==> config.mk <==
export PLATFORM = sky130hd
export DESIGN_NAME = fdc_seek_ctrl
export DESIGN_NICKNAME = d
export VERILOG_FILES = /design/src/rtl/fdc_seek_pkg.sv /design/src/rtl/fdc_index_edge.sv /design/src/rtl/fdc_seek_ctrl.sv
export SDC_FILE = /design/constraint.sdc
export NUM_CORES = 1
export LEC_CHECK = 0
export CAP_MARGIN = 20
export CORE_AREA = 4 4 112 87
export DETAILED_ROUTE_END_ITERATION = 7
export DIE_AREA = 0 0 116 91
export GPL_ROUTABILITY_DRIVEN = 1
export HOLD_SLACK_MARGIN = 0.15
export PLACE_DENSITY_LB_ADDON = 0.08
export SLEW_MARGIN = 20
export SYNTH_ARGS = -nofsm -noshare
export SYNTH_HDL_FRONTEND = slang
export SYNTH_SLANG_ARGS = --single-unit
==> constraint.sdc <==
create_clock -name clk -period 5.5 [get_ports clk]
set_input_delay 0.55 -clock clk [delete_from_list [all_inputs] [get_ports clk]]
set_output_delay 0.55 -clock clk [all_outputs]
set_load 0.05 [all_outputs]
==> src/rtl/fdc_seek_pkg.sv <==
// Shared types and step-rate timing for the fdc1772 head/spindle sequencer.
// Rate codes map to 6/12/2/3 ms step intervals.
package fdc_seek_pkg;

  typedef enum logic [3:0] {
    IDLE,
    SPINUP,
    DECIDE,
    PULSE,
    STEP_WAIT,
    SETTLE,
    VERIFY,
    DONE,
    MOTOR_OFF_WAIT
  } state_t;

  typedef enum logic [1:0] {
    OP_RESTORE,
    OP_SEEK,
    OP_STEP_IN,
    OP_STEP_OUT
  } op_t;

  localparam logic [6:0] MAX_TRACK = 7'd84;
  localparam int TMR_W = 17;

  function automatic logic [TMR_W-1:0] rate_clks(
    input int         sys_clk,
    input logic [1:0] rate
  );
    int ms;
    case (rate)
      2'd0:    ms = 6;
      2'd1:    ms = 12;
      2'd2:    ms = 2;
      default: ms = 3;
    endcase
    return TMR_W'(ms * sys_clk / 1000);
  endfunction

endpackage

==> src/rtl/fdc_index_edge.sv <==
// Index pulse synchronizer, rising-edge detector and reloadable
// event counter; expire marks the edge that completes the count.
module fdc_index_edge (
  input  logic       clk,
  input  logic       rst_n,
  input  logic       idx,
  input  logic       load,
  input  logic [7:0] load_val,
  output logic       expire
);

  logic       sync_q;
  logic       edge_q;
  logic [7:0] cnt_q;
  logic       evt;

  assign evt    = sync_q & ~edge_q;
  assign expire = evt & (cnt_q == 8'd1);

  always_ff @(posedge clk or negedge rst_n) begin
    if (!rst_n) begin
      sync_q <= 1'b0;
      edge_q <= 1'b0;
      cnt_q  <= '0;
    end else begin
      sync_q <= idx;
      edge_q <= sync_q;
      if (load)
        cnt_q <= load_val;
      else if (evt && cnt_q != '0)
        cnt_q <= cnt_q - 8'd1;
    end
  end

endmodule

==> src/rtl/fdc_seek_ctrl.sv <==
// Head-positioning and spindle sequencer for the fdc1772 virtual drive:
// spin-up, stepping with real step-rate timing, verify, idle motor-off.
module fdc_seek_ctrl
  import fdc_seek_pkg::*;
#(
  parameter int SYS_CLK         = 8000000,
  parameter int STEP_PULSE_CLKS = 32,
  parameter int SPINUP_IDX      = 6,
  parameter int IDLE_IDX        = 10,
  parameter int RESTORE_MAX     = 255,
  parameter int VERIFY_IDX      = 5
) (
  input  logic       clk,
  input  logic       reset_n,
  input  logic       cmd_valid,
  output logic       cmd_ready,
  input  logic [1:0] cmd_op,
  input  logic [6:0] cmd_track,
  input  logic [1:0] cmd_rate,
  input  logic       cmd_verify,
  input  logic       drv_ready,
  input  logic       drv_index,
  input  logic [6:0] drv_track,
  output logic       motor_on,
  output logic       step_in,
  output logic       step_out,
  output logic [6:0] track_reg,
  output logic       done,
  output logic       seek_err
);

  localparam logic [TMR_W-1:0] RC0 = rate_clks(SYS_CLK, 2'd0);
  localparam logic [TMR_W-1:0] RC1 = rate_clks(SYS_CLK, 2'd1);
  localparam logic [TMR_W-1:0] RC2 = rate_clks(SYS_CLK, 2'd2);
  localparam logic [TMR_W-1:0] RC3 = rate_clks(SYS_CLK, 2'd3);
  localparam logic [TMR_W-1:0] PULSE_END =
    TMR_W'(STEP_PULSE_CLKS - 1);

  state_t           state_q, state_d;
  op_t              op_q;
  logic [6:0]       tgt_q;
  logic [1:0]       rate_q;
  logic             vfy_q;
  logic             dir_in_q;
  logic [6:0]       track_q;
  logic             motor_q;
  logic             err_q;
  logic [7:0]       step_cnt_q;
  logic [TMR_W-1:0] tmr_q;
  logic [TMR_W-1:0] wait_clks;
  logic [TMR_W-1:0] wait_end;

  logic       accept;
  logic       at_goal;
  logic       go_in;
  logic       lim_hit;
  logic       multi;
  logic       trk_match;
  logic       idx_load;
  logic [7:0] idx_load_val;
  logic       idx_exp;

  assign cmd_ready = (state_q == IDLE) ||
                     (state_q == MOTOR_OFF_WAIT);
  assign accept    = cmd_valid && cmd_ready;
  assign multi     = (op_q == OP_SEEK) || (op_q == OP_RESTORE);
  assign trk_match = drv_track == track_q;

  // Wait ends one cycle early: the DECIDE cycle completes the interval
  always_comb begin
    wait_clks = RC3;
    case (rate_q)
      2'd0:    wait_clks = RC0;
      2'd1:    wait_clks = RC1;
      2'd2:    wait_clks = RC2;
      default: wait_clks = RC3;
    endcase
    wait_end = wait_clks - TMR_W'(2);
  end

  always_comb begin
    at_goal = 1'b0;
    go_in   = 1'b0;
    case (op_q)
      OP_RESTORE: begin
        at_goal = drv_track == '0;
        go_in   = 1'b1;
      end
      OP_SEEK: begin
        at_goal = tgt_q == track_q;
        go_in   = tgt_q < track_q;
      end
      OP_STEP_IN: begin
        at_goal = track_q == '0;
        go_in   = 1'b1;
      end
      default: at_goal = track_q == MAX_TRACK;
    endcase
  end

  assign lim_hit = (op_q == OP_RESTORE) && !at_goal &&
                   (step_cnt_q >= 8'(RESTORE_MAX));

  fdc_index_edge u_idx (
    .clk      (clk),
    .rst_n    (reset_n),
    .idx      (drv_index),
    .load     (idx_load),
    .load_val (idx_load_val),
    .expire   (idx_exp)
  );

  always_ff @(posedge clk or negedge reset_n) begin
    if (!reset_n) state_q <= IDLE;
    else          state_q <= state_d;
  end

  always_comb begin
    state_d = state_q;
    unique case (state_q)
      IDLE:
        if (accept) state_d = motor_q ? DECIDE : SPINUP;
      SPINUP:
        if (idx_exp) state_d = DECIDE;
      DECIDE:
        if (lim_hit)      state_d = DONE;
        else if (at_goal) state_d = SETTLE;
        else              state_d = PULSE;
      PULSE:
        if (tmr_q == PULSE_END) state_d = STEP_WAIT;
      STEP_WAIT:
        if (tmr_q >= wait_end)
          state_d = multi ? DECIDE : SETTLE;
      SETTLE:
        if (drv_ready) state_d = vfy_q ? VERIFY : DONE;
      VERIFY:
        if (trk_match || idx_exp) state_d = DONE;
      DONE:
        state_d = MOTOR_OFF_WAIT;
      MOTOR_OFF_WAIT:
        if (accept)       state_d = DECIDE;
        else if (idx_exp) state_d = IDLE;
      default:
        state_d = IDLE;
    endcase
  end

  always_comb begin
    step_in      = (state_q == PULSE) && dir_in_q;
    step_out     = (state_q == PULSE) && !dir_in_q;
    done         = state_q == DONE;
    idx_load     = 1'b0;
    idx_load_val = '0;
    unique case (1'b1)
      accept: begin
        idx_load     = 1'b1;
        idx_load_val = motor_q ? 8'(IDLE_IDX) : 8'(SPINUP_IDX);
      end
      (state_q == SETTLE) && drv_ready && vfy_q: begin
        idx_load     = 1'b1;
        idx_load_val = 8'(VERIFY_IDX);
      end
      state_q == DONE: begin
        idx_load     = 1'b1;
        idx_load_val = 8'(IDLE_IDX);
      end
      default: ;
    endcase
  end

  always_ff @(posedge clk or negedge reset_n) begin
    if (!reset_n) begin
      op_q       <= OP_RESTORE;
      tgt_q      <= '0;
      rate_q     <= '0;
      vfy_q      <= 1'b0;
      dir_in_q   <= 1'b0;
      track_q    <= '0;
      motor_q    <= 1'b0;
      err_q      <= 1'b0;
      step_cnt_q <= '0;
      tmr_q      <= '0;
    end else begin
      tmr_q <= tmr_q + TMR_W'(1);
      if (accept) begin
        op_q       <= op_t'(cmd_op);
        tgt_q      <= cmd_track;
        rate_q     <= cmd_rate;
        vfy_q      <= cmd_verify;
        err_q      <= 1'b0;
        step_cnt_q <= '0;
        motor_q    <= 1'b1;
      end else if (state_q == MOTOR_OFF_WAIT && idx_exp) begin
        motor_q <= 1'b0;
      end
      if (state_q == DECIDE) begin
        tmr_q <= '0;
        if (lim_hit) begin
          err_q <= 1'b1;
        end else if (at_goal) begin
          if (op_q == OP_RESTORE) track_q <= '0;
        end else begin
          dir_in_q <= go_in;
          if (step_cnt_q != 8'hff)
            step_cnt_q <= step_cnt_q + 8'd1;
          if (op_q != OP_RESTORE)
            track_q <= go_in ? track_q - 7'd1 : track_q + 7'd1;
        end
      end
      if (state_q == VERIFY && !trk_match && idx_exp)
        err_q <= 1'b1;
    end
  end

  assign motor_on  = motor_q;
  assign track_reg = track_q;
  assign seek_err  = err_q;

endmodule

; Word-level counts from Yosys, hierarchy flattened
; Cells that the tools add are included.
[classes]
magnitude_cmp = 3
n_eq_ne = 26
muxes = 38
n_bitwise = 5
add_sub_neg = 6
reduce_logical = 32
[op_table]
columns = cell, n
row1 = 2-to-1 mux 8 bit, 7
row2 = one-hot mux 17 bit (3 select lines), 1
row3 = 2-to-1 mux 4 bit, 9
row4 = one-hot mux 4 bit (9 select lines), 1
row5 = 2-to-1 mux 7 bit, 4
row6 = "adder 17 x 1 -> 17 bit, second input constant", 1
row7 = "== test 17 x 5 -> 1 bit, second input constant", 1
row8 = greater-or-equal comparator 17 bit, 1
row9 = 2-to-1 mux 17 bit, 1
row10 = "subtractor 17 x 2 -> 17 bit, second input constant", 1
row11 = "== test 4 x 3 -> 1 bit, second input constant", 4
row12 = == test 7 bit, 2
row13 = logical NOT 7 bit, 2
row14 = "inequality test 2 bit, second input constant", 6
row15 = one-hot mux 4 bit (3 select lines), 1
row16 = logical AND 1 bit, 11
row17 = 2-to-1 mux 3 bit, 3
row18 = "adder 8 x 1 -> 8 bit, second input constant", 1
row19 = "== test 4 x 2 -> 1 bit, second input constant", 2
row20 = "== test 8 x 1 -> 1 bit, second input constant", 1
row21 = "greater-or-equal comparator 8 bit, second input constant", 1
row22 = 2-to-1 mux 1 bit, 8
row23 = "inequality test 8 bit, second input constant", 1
row24 = nonzero test 2 bit, 4
row25 = 26 further kinds, 36
[totals]
elab_cells = 124
reg_bits = 61
in_bits = 24
out_inout_bits = 13

; Logic depth before layout (Yosys ltp)
[depth]
word_depth = 8
mapped_depth = 13
mapped_depth_nobuf = 13

; Modules after synthesis
; From an unflattened synthesis, not the netlist that was laid out.
[hier_totals]
cells_unflattened = 466
hier_area_um2 = 4196.5
[modules_own_cells]
columns = mod, area_per_inst_um2, n_inst, seq_area_each_um2, cells_per_inst
row1 = fdc_seek_ctrl, 3544.6, 1, 1276.2, 396
row2 = fdc_index_edge, 651.9, 1, 250.2, 70

; Worst setup path before layout
; OpenSTA, ideal clock, no wires.
[synth_timing]
kind = reg2reg
startpoint = reg track_q[6] (netlist: track_reg[6])
endpoint = reg track_q[6] (netlist: track_reg[6])
stages_incl_launch_ff = 14
arrival_time_ns = 3.602
setup_slack_ns = 1.816
path_buffers = 0
required_ns = 5.417
setup_ns = 0.083
synth_period_minus_slack_ns = 3.684
path_cell_list = dfrtp_1 > inv_1 > ha_1 > a211oi_1 > o21ai_0 > o311ai_1 > inv_1 > fa_1 > nand2b_1 > a21oi_1 > o21ai_0 > a21o_1 > a211o_1 > o21ai_0
[synth_rtl]
columns = item, line
row1 = "start, declared", fdc_seek_ctrl.sv:45  ; logic [6:0] track_q;
row2 = "start signal, assigned", fdc_seek_ctrl.sv:207  ; track_q <= go_in ? track_q - 7'd1 : track_q + 7'd1;
row3 = < comparator 7 bit, fdc_seek_ctrl.sv:91  ; go_in = tgt_q < track_q;
row4 = one-hot mux 1 bit (2 select lines), fdc_seek_ctrl.sv:84  ; case (op_q)
row5 = named net go_in, fdc_seek_ctrl.sv:55  ; logic go_in;
row6 = 2-to-1 mux 7 bit, fdc_seek_ctrl.sv:207
row7 = 2-to-1 mux 7 bit, fdc_seek_ctrl.sv:206  ; if (op_q != OP_RESTORE)
row8 = 2-to-1 mux 7 bit, fdc_seek_ctrl.sv:200  ; end else if (at_goal) begin
; The timed path passes the listed nets, and every way through them passes these cells. The select of a mux whose other input is x is not followed.
; A chain may end at the register's enable or synchronous reset.

; Worst setup path after layout
; Same ends and word-level chain as after synthesis.

==> impl_metrics.prom <==
# TYPE chip_impl_metric gauge
chip_impl_info{name="run_status",value="complete, no violations"} 1
chip_impl_metric{name="dieHeight",unit="um"} 91
chip_impl_metric{name="detailroute.via_count",unit=""} 3171
chip_impl_metric{name="critical_path.max_fanout",unit=""} 8
chip_impl_metric{name="critical_path.n_buffers_inverters",unit=""} 2
chip_impl_metric{name="grt_util_overall",unit="%"} 18.3
chip_impl_metric{name="cts_inserted_buffers",unit=""} 9
chip_impl_info{name="synth_top_area_cell",value="dfrtp_1"} 1
chip_impl_metric{name="yosys_warnings",unit=""} 0
chip_impl_info{name="worstSetupPathType",value="register to register"} 1
chip_impl_metric{name="maxSlewHeadroom",unit="%"} 28.1
chip_impl_metric{name="synth_fp_nets",unit=""} 501
chip_impl_info{name="cp_top_family",value="compound AO/OA/AOI/OAI gates"} 1
chip_impl_metric{name="p_int",unit="mW"} 1.49
chip_impl_metric{name="clk_latency",unit="ns"} 0.34
chip_impl_metric{name="vdd_drop_max",unit="mV"} 0.283
chip_impl_info{name="setup_repair_after_global_routing_missed_its_margin",value="false"} 1
chip_impl_info{name="largest-register",value="tmr_q"} 1
chip_impl_metric{name="placed_area",unit="sq mm"} 0.00441
chip_impl_metric{name="number_of_clock_sinks",unit=""} 61
chip_impl_metric{name="synth_largest_type_area_fraction",unit="%"} 38.5
chip_impl_info{name="synthFlopType",value="dfrtp_1"} 1
chip_impl_metric{name="clock_tree.buffer_depth",unit=""} 2
chip_impl_metric{name="switching_share",unit="%"} 43.2
chip_impl_metric{name="seq_power_share",unit="%"} 30.4
chip_impl_metric{name="finish.net_count",unit=""} 537
chip_impl_metric{name="period_needed",unit="ns"} 3.94
chip_impl_metric{name="instance_count_after_placement_with_tap_cells_included",unit=""} 574
chip_impl_metric{name="routed_wl",unit="um"} 8740
chip_impl_metric{name="cts.clk_slew.worst_paths",unit="ns"} 0.05
chip_impl_metric{name="syn_to_final_growth",unit="%"} 19.2
chip_impl_metric{name="finalInstanceArea",unit="sq mm"} 0.00472
chip_impl_info{name="crit_path_slowest_cell",value="o311ai_1"} 1
chip_impl_info{name="layout_top_registers",value="tmr_q (17), step_cnt_q (8), u_idx.cnt_q (8)"} 1
chip_impl_metric{name="cts.repair_timing.setup_buffer_count",unit=""} 0
chip_impl_metric{name="die_area",unit="sq mm"} 0.0106
chip_impl_metric{name="max-cap-violations",unit=""} 0
chip_impl_metric{name="wl_per_cell",unit="um"} 14.8
chip_impl_metric{name="post-route-drc-count",unit=""} 0
chip_impl_metric{name="synth_enable_flop_cells",unit=""} 0
chip_impl_metric{name="layout_worst_path_cycle_share",unit="%"} 71.7
chip_impl_info{name="path_common_cell",value="o21ai_0"} 1
chip_impl_metric{name="leak_pwr",unit="nW"} 2.17
chip_impl_metric{name="hpwl",unit="um"} 6370
chip_impl_metric{name="synth_area_per_cell",unit="sq um"} 8.98
chip_impl_metric{name="synth.cell_area",unit="sq mm"} 0.00396
chip_impl_metric{name="drt-pass1-iter-count",unit=""} 4
chip_impl_metric{name="cpPeakStageDelay",unit="ns"} 0.88
chip_impl_metric{name="worst_ep_arrival_time",unit="ns"} 4.19
chip_impl_metric{name="antenna_found_initial",unit=""} 0
chip_impl_metric{name="ant_nets",unit=""} 0
chip_impl_metric{name="gp_routability_congestion",unit=""} 0.841
chip_impl_metric{name="worst_ep_required",unit="ns"} 5.75
chip_impl_info{name="cp-end-kind",value="register"} 1
chip_impl_metric{name="clock_power_share",unit="%"} 22.8
chip_impl_metric{name="vias_per_cell",unit=""} 5.38
chip_impl_metric{name="cts_htree_levels",unit=""} 3
chip_impl_metric{name="largest_net_degree_at_the_start_of_global_routing",unit=""} 62
chip_impl_metric{name="finalHoldViolations",unit=""} 0
chip_impl_metric{name="yosys.cell_types.count",unit=""} 60
chip_impl_metric{name="wire_length_of_the_first_global_routing_pass",unit="um"} 15300
chip_impl_info{name="cts_tree",value="built"} 1
chip_impl_info{name="startpoint_type_of_the_worst_setup_path",value="register"} 1
chip_impl_metric{name="p_comb_share",unit="%"} 46.7
chip_impl_info{name="cts_root_buf",value="clkbuf_16"} 1
chip_impl_metric{name="worst_slew_pin_slew",unit="ns"} 1.06
chip_impl_metric{name="postSynthCellCount",unit=""} 441
chip_impl_metric{name="io_pins",unit=""} 37
chip_impl_metric{name="multi_input_area",unit="sq mm"} 0.00227
chip_impl_metric{name="maxSlewViolCount",unit=""} 0
chip_impl_metric{name="layout.filler_cells",unit=""} 801
chip_impl_metric{name="total_power",unit="mW"} 2.63
chip_impl_metric{name="std_cell_core_area",unit="sq mm"} 0.00849
chip_impl_metric{name="die_w",unit="um"} 116
chip_impl_metric{name="grt_pass1_vias",unit=""} 3117
chip_impl_info{name="timing.critical_path.cells",value="inv_1 -> ha_1 -> a211oi_1 -> o21ai_0 -> o311ai_1 -> inv_1 -> fa_1 -> nand2b_1 -> a21oi_1 -> o21ai_0 -> a21o_1 -> a211o_1 -> o21ai_0"} 1
chip_impl_info{name="synth.top_cells.by_area",value="dfrtp_1, ha_1, nand2_1"} 1
chip_impl_metric{name="final_cell_count_no_fill",unit=""} 589
chip_impl_metric{name="largest_register_ff_count",unit=""} 17
chip_impl_metric{name="antenna_cells_inserted",unit=""} 0
chip_impl_metric{name="synth.yosys.seq_area_share",unit="%"} 38.5
chip_impl_metric{name="cellPowerDensity",unit="mW/mm^2"} 558
chip_impl_metric{name="rows",unit=""} 29
chip_impl_metric{name="post_cts_resize_count",unit=""} 0
chip_impl_metric{name="total_switching_power",unit="mW"} 1.14
chip_impl_metric{name="final_tns_setup",unit="ns"} 0
chip_impl_metric{name="cts_hold_repair.buffers",unit=""} 0
chip_impl_metric{name="portBuffers",unit=""} 36
chip_impl_info{name="min-delay-path-class",value="primary input to async pin"} 1
chip_impl_metric{name="final_layout_size_suffix_gt1_share",unit="%"} 6.03
chip_impl_metric{name="globalRouteOverflowTotal",unit=""} 0
chip_impl_metric{name="clock-skew-final",unit="ns"} 0.00841
chip_impl_metric{name="start_util",unit="%"} 46.7
chip_impl_metric{name="synth.ff_latch_count",unit=""} 61
chip_impl_metric{name="ys_async_sr_fraction",unit="%"} 100
chip_impl_metric{name="timing.final.setup_violations",unit=""} 0
chip_impl_metric{name="final-seq-area",unit="sq mm"} 0.00153
chip_impl_metric{name="clock.fmax",unit="MHz"} 254
chip_impl_metric{name="initialDrtViolationCount",unit=""} 209
==> final cells by class <==
type / count / share of cell area, %
multi-input combinational: 340 / 48.1
sequential: 61 / 32.3
timing repair buffer: 38 / 7.85
clock buffer: 11 / 5.14
tap: 108 / 2.86
inverter: 27 / 2.15
clock inverter: 4 / 1.54
==> stage by stage <==
step | hold slack [ns] | setup WS (ns) | util (%)
after floorplan | 0.254 | 1.82 | -
after global placement | 0.384 | 1.77 | 51.9
after detailed placement | 0.387 | 1.64 | 51.9
after CTS | 0.398 | 1.61 | 55.6
after global routing | 0.404 | 1.29 | 55.6
final | 0.376 | 1.56 | 55.6
==> metal layers <==
layer  track usage (%)  vias to the layer above  share of wire [%]
li1                  -                     1613                  -
met1              26.7                     1503                 52
met2              25.9                       53                 43
met3              5.65                        2                5.4
met4              5.51                        0               0.29
met5                 0                        -                  0
==> power by group through the flow <==
stage / sequential, mW / clock, mW / combinational, mW
after global routing: 0.832 / 0.634 / 1.39
after floorplan: 0.813 / 0 / 0.895
after global placement: 0.804 / 0 / 1.21
after detailed placement: 0.807 / 0 / 1.23
after CTS: 0.801 / 0.615 / 1.24
final: 0.801 / 0.601 / 1.23
==> logic make-up (layout without fill, tap and decap cells) <==
logic type	after synthesis	in the layout	synth area share, %
xor+xnor	32	32	7.08
buf+inv	40	80	4.11
flops	61	61	38.5
simple gates	187	187	23.3
mux	6	6	1.61
compound gates	79	79	13.8
fa+ha+maj	36	36	11.6
==> cell usage after synthesis (2+ instances only) <==
cell type   n
o211ai_1    5
mux2i_1     3
o221ai_1    2
a21o_1      7
nand2b_1    5
xnor2_1    15
nand2_1    66
a31o_1      2
nor2b_1     5
a21oi_1    13
clkbuf_1    6
nor3_1      8
and2_1      2
nor3b_1     5
nor2_1     43
a31oi_1     2
nor4_1      5
o21ai_0    26
inv_1      26
nand4_1     9
o21bai_1    2
or3_1       3
nand3_1    16
and4_1      4
dfrtp_1    61
or2_1       2
ha_1       35
mux2_1      3
buf_2       4
nand3b_1    2
buf_4       2
a211oi_1    2
and3_1      6
o41ai_1     2
xor2_1     17
==> worst paths after layout <==
kind / start / end / slack [ns] / depth (start not counted)
setup reg to reg: track_reg[6]$_DFFE_PN0P_ / track_reg[6]$_DFFE_PN0P_ / 1.56 / 13
setup / recovery: track_reg[6]$_DFFE_PN0P_ / track_reg[6]$_DFFE_PN0P_ / 1.56 / 13
hold reg to reg: u_idx.sync_q$_DFF_PN0_ / u_idx.edge_q$_DFF_PN0_ / 0.39 / 0
max in group asynchronous: reset_n / step_cnt_q[0]$_DFF_PN0_ / 4.58 / 2
hold / removal: reset_n / track_reg[5]$_DFFE_PN0P_ / 0.38 / 2
min in group clk: u_idx.sync_q$_DFF_PN0_ / u_idx.edge_q$_DFF_PN0_ / 0.39 / 0
==> cell usage in the layout, fill, tap and decap left out, types with 13 or more instances in the layout <==
| cell | count |
|---|---|
| nand2_1 | 66 |
| dfrtp_1 | 61 |
| nor2_1 | 43 |
| ha_1 | 35 |
| clkdlybuf4s50_1 | 35 |
| inv_1 | 26 |
| o21ai_0 | 26 |
| xor2_1 | 17 |
| nand3_1 | 16 |
| xnor2_1 | 15 |
| a21oi_1 | 13 |
Power figures use the tool's default switching activity.
